===== config.mk =====
export PLATFORM = sky130hd
export DESIGN_NAME = vec_mem_access_unit_flat
export DESIGN_NICKNAME = d
export VERILOG_FILES = /design/src/rtl/vec_mem_access_unit_if.sv /design/src/rtl/vec_mem_access_unit.sv /design/src/flat_wrapper.sv
export SDC_FILE = /design/constraint.sdc
export NUM_CORES = 1
export LEC_CHECK = 0
export ABC_CLOCK_PERIOD_IN_PS = 52500
export BUFFER_PORTS_ARGS = -buffer_cell sky130_fd_sc_hd__buf_2
export CAP_MARGIN = 20
export CORE_UTILIZATION = 25
export CTS_CLUSTER_DIAMETER = 80
export CTS_CLUSTER_SIZE = 24
export DETAILED_ROUTE_END_ITERATION = 8
export GPL_TIMING_DRIVEN = 0
export HOLD_SLACK_MARGIN = 0.02
export MAX_ROUTING_LAYER = met4
export PLACE_DENSITY = 0.41
export SLEW_MARGIN = 20
export SYNTH_ARGS = -nofsm -noshare
export SYNTH_HDL_FRONTEND = slang
export SYNTH_SLANG_ARGS = --single-unit

===== constraint.sdc =====
create_clock -name clk -period 52.5 [get_ports clk]
set_clock_uncertainty 0.15 [all_clocks]
set_input_delay 10.5 -clock clk [delete_from_list [all_inputs] [get_ports clk]]
set_output_delay 10.5 -clock clk [all_outputs]
set_load 0.005 [all_outputs]

===== src/rtl/vec_mem_access_unit_if.sv =====
// Bundle between the EX/MEM register, the MEM-stage access unit, the data RAM
// and the MEM/WB register.
interface vec_mem_access_unit_if #(
  parameter int ADDR_W = 16,
  parameter int WORD_W = 32
);
  logic              rmem;
  logic              wmem;
  logic              wreg;
  logic              VF;
  logic [3:0]        dest;
  logic [127:0]      addr_in;
  logic [127:0]      wdata_in;
  logic              stall;
  logic [ADDR_W-1:0] mem_addr;
  logic              mem_we;
  logic              mem_re;
  logic [WORD_W-1:0] mem_wdata;
  logic [WORD_W-1:0] mem_rdata;
  logic              wb_wreg;
  logic              wb_VF;
  logic [3:0]        wb_dest;
  logic [127:0]      wb_data;

  modport slave (
    input  rmem, wmem, wreg, VF, dest, addr_in, wdata_in, mem_rdata,
    output stall, mem_addr, mem_we, mem_re, mem_wdata,
    output wb_wreg, wb_VF, wb_dest, wb_data
  );

  modport master (
    output rmem, wmem, wreg, VF, dest, addr_in, wdata_in, mem_rdata,
    input  stall, mem_addr, mem_we, mem_re, mem_wdata,
    input  wb_wreg, wb_VF, wb_dest, wb_data
  );
endinterface


===== src/rtl/vec_mem_access_unit.sv =====
// MEM stage of the vector ASIP: scalar (1-beat) or vector (4-beat) word accesses
// to the data RAM, stalling upstream until the MEM/WB bundle is ready.
module vec_mem_access_unit #(
  parameter int ADDR_W = 16,
  parameter int WORD_W = 32
) (
  input logic                 clk,
  input logic                 rst,
  vec_mem_access_unit_if.slave bus
);

  typedef enum logic [1:0] {
    S_IDLE,
    S_ACCESS,
    S_WAIT,
    S_DONE
  } state_t;

  state_t            r_state;
  logic [1:0]        r_beat;
  logic [ADDR_W-1:0] r_base;
  logic [127:0]      r_addr;
  logic [127:0]      r_wdata;
  logic              r_vf;
  logic [3:0]        r_dest;
  logic              r_wreg;
  logic              r_isStore;
  logic [127:0]      r_rbuf;
  logic              r_rdValid;
  logic [1:0]        r_rdBeat;

  logic w_req;
  logic w_lastBeat;

  assign w_req      = bus.rmem | bus.wmem;
  assign w_lastBeat = r_vf ? (r_beat == 2'd3) : 1'b1;

  // Reset forces stall low even while the request is still being presented.
  assign bus.stall = ~rst & ((r_state == S_IDLE & w_req) |
                             (r_state == S_ACCESS) |
                             (r_state == S_WAIT));

  assign bus.mem_addr  = r_base + ADDR_W'(r_beat);
  assign bus.mem_we    = (r_state == S_ACCESS) & r_isStore;
  assign bus.mem_re    = (r_state == S_ACCESS) & ~r_isStore;
  assign bus.mem_wdata = r_wdata[{r_beat, 5'b0} +: WORD_W];

  always_ff @(posedge clk or posedge rst) begin
    if (rst) begin
      r_state     <= S_IDLE;
      r_beat      <= 2'd0;
      r_base      <= '0;
      r_addr      <= '0;
      r_wdata     <= '0;
      r_vf        <= 1'b0;
      r_dest      <= 4'd0;
      r_wreg      <= 1'b0;
      r_isStore   <= 1'b0;
      r_rbuf      <= '0;
      r_rdValid   <= 1'b0;
      r_rdBeat    <= 2'd0;
      bus.wb_wreg <= 1'b0;
      bus.wb_VF   <= 1'b0;
      bus.wb_dest <= 4'd0;
      bus.wb_data <= '0;
    end else begin
      // Read data arrives one cycle after the strobe; remember which beat it belongs to.
      r_rdValid <= (r_state == S_ACCESS) & ~r_isStore;
      r_rdBeat  <= r_beat;
      if (r_rdValid) begin
        r_rbuf[{r_rdBeat, 5'b0} +: WORD_W] <= bus.mem_rdata;
      end

      case (r_state)
        S_IDLE: begin
          if (w_req) begin
            r_base    <= bus.addr_in[ADDR_W-1:0];
            r_addr    <= bus.addr_in;
            r_wdata   <= bus.wdata_in;
            r_vf      <= bus.VF;
            r_dest    <= bus.dest;
            r_wreg    <= bus.wreg;
            r_isStore <= bus.wmem;
            r_beat    <= 2'd0;
            r_state   <= S_ACCESS;
          end else begin
            bus.wb_wreg <= bus.wreg;
            bus.wb_VF   <= bus.VF;
            bus.wb_dest <= bus.dest;
            bus.wb_data <= bus.addr_in;
          end
        end
        S_ACCESS: begin
          if (w_lastBeat) begin
            r_state <= r_isStore ? S_DONE : S_WAIT;
          end else begin
            r_beat <= r_beat + 2'd1;
          end
        end
        S_WAIT: begin
          r_state <= S_DONE;
        end
        S_DONE: begin
          bus.wb_wreg <= r_wreg;
          bus.wb_VF   <= r_vf;
          bus.wb_dest <= r_dest;
          if (r_isStore) begin
            bus.wb_data <= r_addr;
          end else begin
            bus.wb_data <= r_vf ? r_rbuf : {96'b0, r_rbuf[31:0]};
          end
          r_state <= S_IDLE;
        end
        default: r_state <= S_IDLE;
      endcase
    end
  end

endmodule


===== src/flat_wrapper.sv =====
// flat-port wrapper written by rule: the top's interface ports become plain ports
module vec_mem_access_unit_flat 
#(
  parameter int ADDR_W = 16,
  parameter int WORD_W = 32
)
  (clk, rst, bus_rmem, bus_wmem, bus_wreg, bus_VF, bus_dest, bus_addr_in, bus_wdata_in, bus_mem_rdata, bus_stall, bus_mem_addr, bus_mem_we, bus_mem_re, bus_mem_wdata, bus_wb_wreg, bus_wb_VF, bus_wb_dest, bus_wb_data);
  vec_mem_access_unit_if #(.ADDR_W(ADDR_W), .WORD_W(WORD_W)) bus_i ();
  input logic clk;
  input logic rst;
  input wire logic [$bits(bus_i.rmem)-1:0] bus_rmem;
  input wire logic [$bits(bus_i.wmem)-1:0] bus_wmem;
  input wire logic [$bits(bus_i.wreg)-1:0] bus_wreg;
  input wire logic [$bits(bus_i.VF)-1:0] bus_VF;
  input wire logic [$bits(bus_i.dest)-1:0] bus_dest;
  input wire logic [$bits(bus_i.addr_in)-1:0] bus_addr_in;
  input wire logic [$bits(bus_i.wdata_in)-1:0] bus_wdata_in;
  input wire logic [$bits(bus_i.mem_rdata)-1:0] bus_mem_rdata;
  output wire logic [$bits(bus_i.stall)-1:0] bus_stall;
  output wire logic [$bits(bus_i.mem_addr)-1:0] bus_mem_addr;
  output wire logic [$bits(bus_i.mem_we)-1:0] bus_mem_we;
  output wire logic [$bits(bus_i.mem_re)-1:0] bus_mem_re;
  output wire logic [$bits(bus_i.mem_wdata)-1:0] bus_mem_wdata;
  output wire logic [$bits(bus_i.wb_wreg)-1:0] bus_wb_wreg;
  output wire logic [$bits(bus_i.wb_VF)-1:0] bus_wb_VF;
  output wire logic [$bits(bus_i.wb_dest)-1:0] bus_wb_dest;
  output wire logic [$bits(bus_i.wb_data)-1:0] bus_wb_data;
  assign bus_i.rmem = bus_rmem;
  assign bus_i.wmem = bus_wmem;
  assign bus_i.wreg = bus_wreg;
  assign bus_i.VF = bus_VF;
  assign bus_i.dest = bus_dest;
  assign bus_i.addr_in = bus_addr_in;
  assign bus_i.wdata_in = bus_wdata_in;
  assign bus_i.mem_rdata = bus_mem_rdata;
  assign bus_stall = bus_i.stall;
  assign bus_mem_addr = bus_i.mem_addr;
  assign bus_mem_we = bus_i.mem_we;
  assign bus_mem_re = bus_i.mem_re;
  assign bus_mem_wdata = bus_i.mem_wdata;
  assign bus_wb_wreg = bus_i.wb_wreg;
  assign bus_wb_VF = bus_i.wb_VF;
  assign bus_wb_dest = bus_i.wb_dest;
  assign bus_wb_data = bus_i.wb_data;
  vec_mem_access_unit #(.ADDR_W(ADDR_W), .WORD_W(WORD_W)) u_core (.clk(clk), .rst(rst), .bus(bus_i));
endmodule

==> results.cfg <==
[worst_setup_path]
critPathArrivalTime_ps = 11940
critPathLaunchType = primary input
crit_top_cell = buf_2
cpMaxStageDelayCell = buf_2
crit_path_max_fanout = 10
crit_required_ps = 41850
critPathBufInv = 4
critPathKind = primary input to output pin
reg2reg_from = u_core.r_state[0]
crit_chain = buf_2 > o21ai_1 > buf_2 > buf_2 > a21oi_1 > buf_2
path_depth = 6
end_kind = output pin
r2r.worst_path.cells = 6
max_stage_delay_ps = 430
critPathTopFamily = buffers and inverters
ff2ff_setup_slack_ps = 49790
regToRegEndpoint = u_core.bus.wb_VF

[worst_hold_path]
min_to = u_core.bus.wb_data[110]
min_from = u_core.bus.wb_data[110]
hold_depth = 1
hp-class = flop to flop

[run_status]
outcome = finished, final reports clean

[place]
routabilityCongestion = 0.8387
io_buffers = 482
post-dp-hpwl_um = 67130

[routing]
vias_per_cell = 4.740
drc = 0
ant_nets = 0
drt_iter0_markers = 821
post_drt_wl_per_cell_um = 25.35
wirelength_um = 90760
dr.pass1.iters = 6
vias = 16973

[cts]
clock_sinks = 532
cts_made_buffers = 39
path_clk_slew_ps = 80
htreeDepth = 2
ctsResizeCount = 0
hold_buffers = 0
clockBufferDepth = 3
cts_root_buf = clkbuf_16
cts_tree = built
cts_setup_buffers = 0
clkLatencyLatePin_ps = 600

[logic_synthesis]
synth_area_leader_cell = dfrtp_1
synth_area_um2 = 23260
postSynthCellCount = 1752
async_reset_ff_share_pct = 100.0
synth_top_area_share_pct = 57.23
ys_warn_count = 0
synth_cell_type_count = 39
synth_most_common_cell = dfrtp_1
synth-seq-area-share_pct = 57.23
ys.flop_type = dfrtp_1
synth-seq-cells = 532
ys_top_cells_by_count = dfrtp_1, mux2_2, a22o_1, nor2_1, a21o_1
avgSynthCellArea_um2 = 13.28
syn_nets = 2063
yosys-top-cells-area = dfrtp_1, mux2_2, a22o_1
synth_edf_count = 0

[cells_and_area]
fillers = 9467
final_core_util_pct = 31.35
multi_input_area_um2 = 9159
final_nets = 2591
seq_area_um2 = 13310
syn2layout_area_growth_pct = 23.90
drive_above_1_share_pct = 43.38

[die]
start_util_pct = 25.30
core-area_um2 = 91940
ios = 483
die_area_um2 = 94270
die_x_um = 307.0
die_h_um = 307.0
fp-row-count = 111

[global_route]
grt_max_degree = 101
grt_pass1_wl_um = 129900
gr-total-overflow = 0
grt_pass1_vias = 18138
grt_use_total_pct = 19.59
antenna_found_initial = 27

[pwr]
power.density_nw_per_um2 = 61.99
leakage_uw = 0.01343
max-vdd-ir-drop_mv = 0.02552

[sta]
min_period_ps = 22590
slew_viol_final = 0
grt_setup_unrepaired = false
fin_crit_sh_pct = 43.02
slew_headroom_pct = 37.55
hold_viol_final = 0
tns_ps = 0
worst_pin_slew_ps = 936.7
max_freq_mhz = 44.28
finalSetupViolCount = 0

[run]
cap_violations = 0
## sequential cells by signal (all words and copies together) (netlist names)
signal              flops
u_core.r_rdValid        1
u_core.r_wreg           1
u_core.r_rbuf         128
u_core.bus.wb_VF        1
u_core.r_wdata        128
u_core.r_addr         128
u_core.r_beat           2
u_core.bus.wb_dest      4
u_core.r_state          2
u_core.r_dest           4
u_core.r_vf             1
u_core.bus.wb_wreg      1
u_core.r_isStore        1
u_core.bus.wb_data    128
u_core.r_rdBeat         2
## layout by cell type, fill, tap and decap left out, types with 10 or more instances in the layout
| cell | n |
|---|---|
| a211oi_2 | 45 |
| a22o_1 | 128 |
| a211oi_1 | 51 |
| nor2_1 | 99 |
| xnor2_1 | 12 |
| buf_2 | 562 |
| mux2i_1 | 39 |
| clkbuf_1 | 49 |
| o21ai_0 | 71 |
| nand2_1 | 83 |
| buf_4 | 10 |
| mux4_2 | 32 |
| mux2_2 | 263 |
| dfrtp_1 | 532 |
| ha_1 | 12 |
| a21o_1 | 97 |
| clkbuf_16 | 40 |
| diode_2 | 28 |
| a22oi_1 | 96 |
## per-stage QoR
stage | total power (uW) | cell area (um^2) | std cells | setup WS (ps) | hold slack (ps)
2_1_floorplan | 1155 | 23260 | 1752 | 26980 | 248.5
3_3_place_gp | 1455 | 27230 | 3477 | 20080 | 305.6
3_5_place_dp | 1474 | 27380 | 3482 | 29840 | 310.8
4_1_cts | 1822 | 28750 | 3553 | 29830 | 330.0
5_1_grt | 1914 | 28810 | 3578 | 29750 | 344.9
6_report | 1787 | 28820 | 3581 | 29910 | 325.5
## routing by layer
metal | share of wire (%) | global-route usage [%] | vias up
met5 | 0 | - | -
met4 | 2.4 | 5.010 | 0
met3 | 7.9 | 6.299 | 85
met2 | 47 | 30.65 | 531
met1 | 43 | 24.36 | 8782
li1 | - | - | 7575
## report_power, final
| group | total (uW) | internal, uW | switching (uW) |
|---|---|---|---|
| Sequential | 677 | 581 | 96.4 |
| Combinational | 770 | 357 | 413 |
| Clock | 339 | 160 | 179 |
| Total | 1790 | 1100 | 688 |
## cells by family (layout without fill, tap and decap cells)
family | after synthesis | after routing | synth area share (%)
AO/OA/AOI/OAI | 494 | 494 | 16.84
XOR/XNOR | 14 | 14 | 0.5271
adder cells (fa/ha/maj) | 13 | 13 | 0.7315
buffers and inverters | 158 | 716 | 3.399
flip-flops | 532 | 532 | 57.23
multiplexers | 334 | 334 | 17.51
other | 0 | 28 | 0
AND/OR/NAND/NOR | 207 | 207 | 3.765
## final cells by class
type	count	share of cell area, %
Antenna cell	28	0.2431
Buffer	148	2.618
Clock buffer	41	3.486
Clock inverter	30	1.285
Inverter	10	0.1563
Multi-Input combinational cell	1062	31.78
Sequential cell	532	46.19
Tap cell	1243	5.396
Timing Repair Buffer	487	8.847
## worst register-to-register path, cell delays in order (launching register included)
cell and delay [ps]:
dfrtp_1 430, ha_1 240, buf_4 340, buf_2 470, buf_2 510, mux2i_1 360
o21ai_0 120
## how the worst max path moves through the flow
stage,from,end,slack (ps)
global route,bus_wmem,bus_stall,29750
CTS,bus_wmem,bus_stall,29830
global placement,rst,u_core.bus.wb_data[75],20080
floorplan,rst,u_core.bus.wb_VF,26980
detailed placement,bus_wmem,bus_stall,29840
finish,bus_wmem,bus_stall,29910
(Power assumes the default switching activity.)
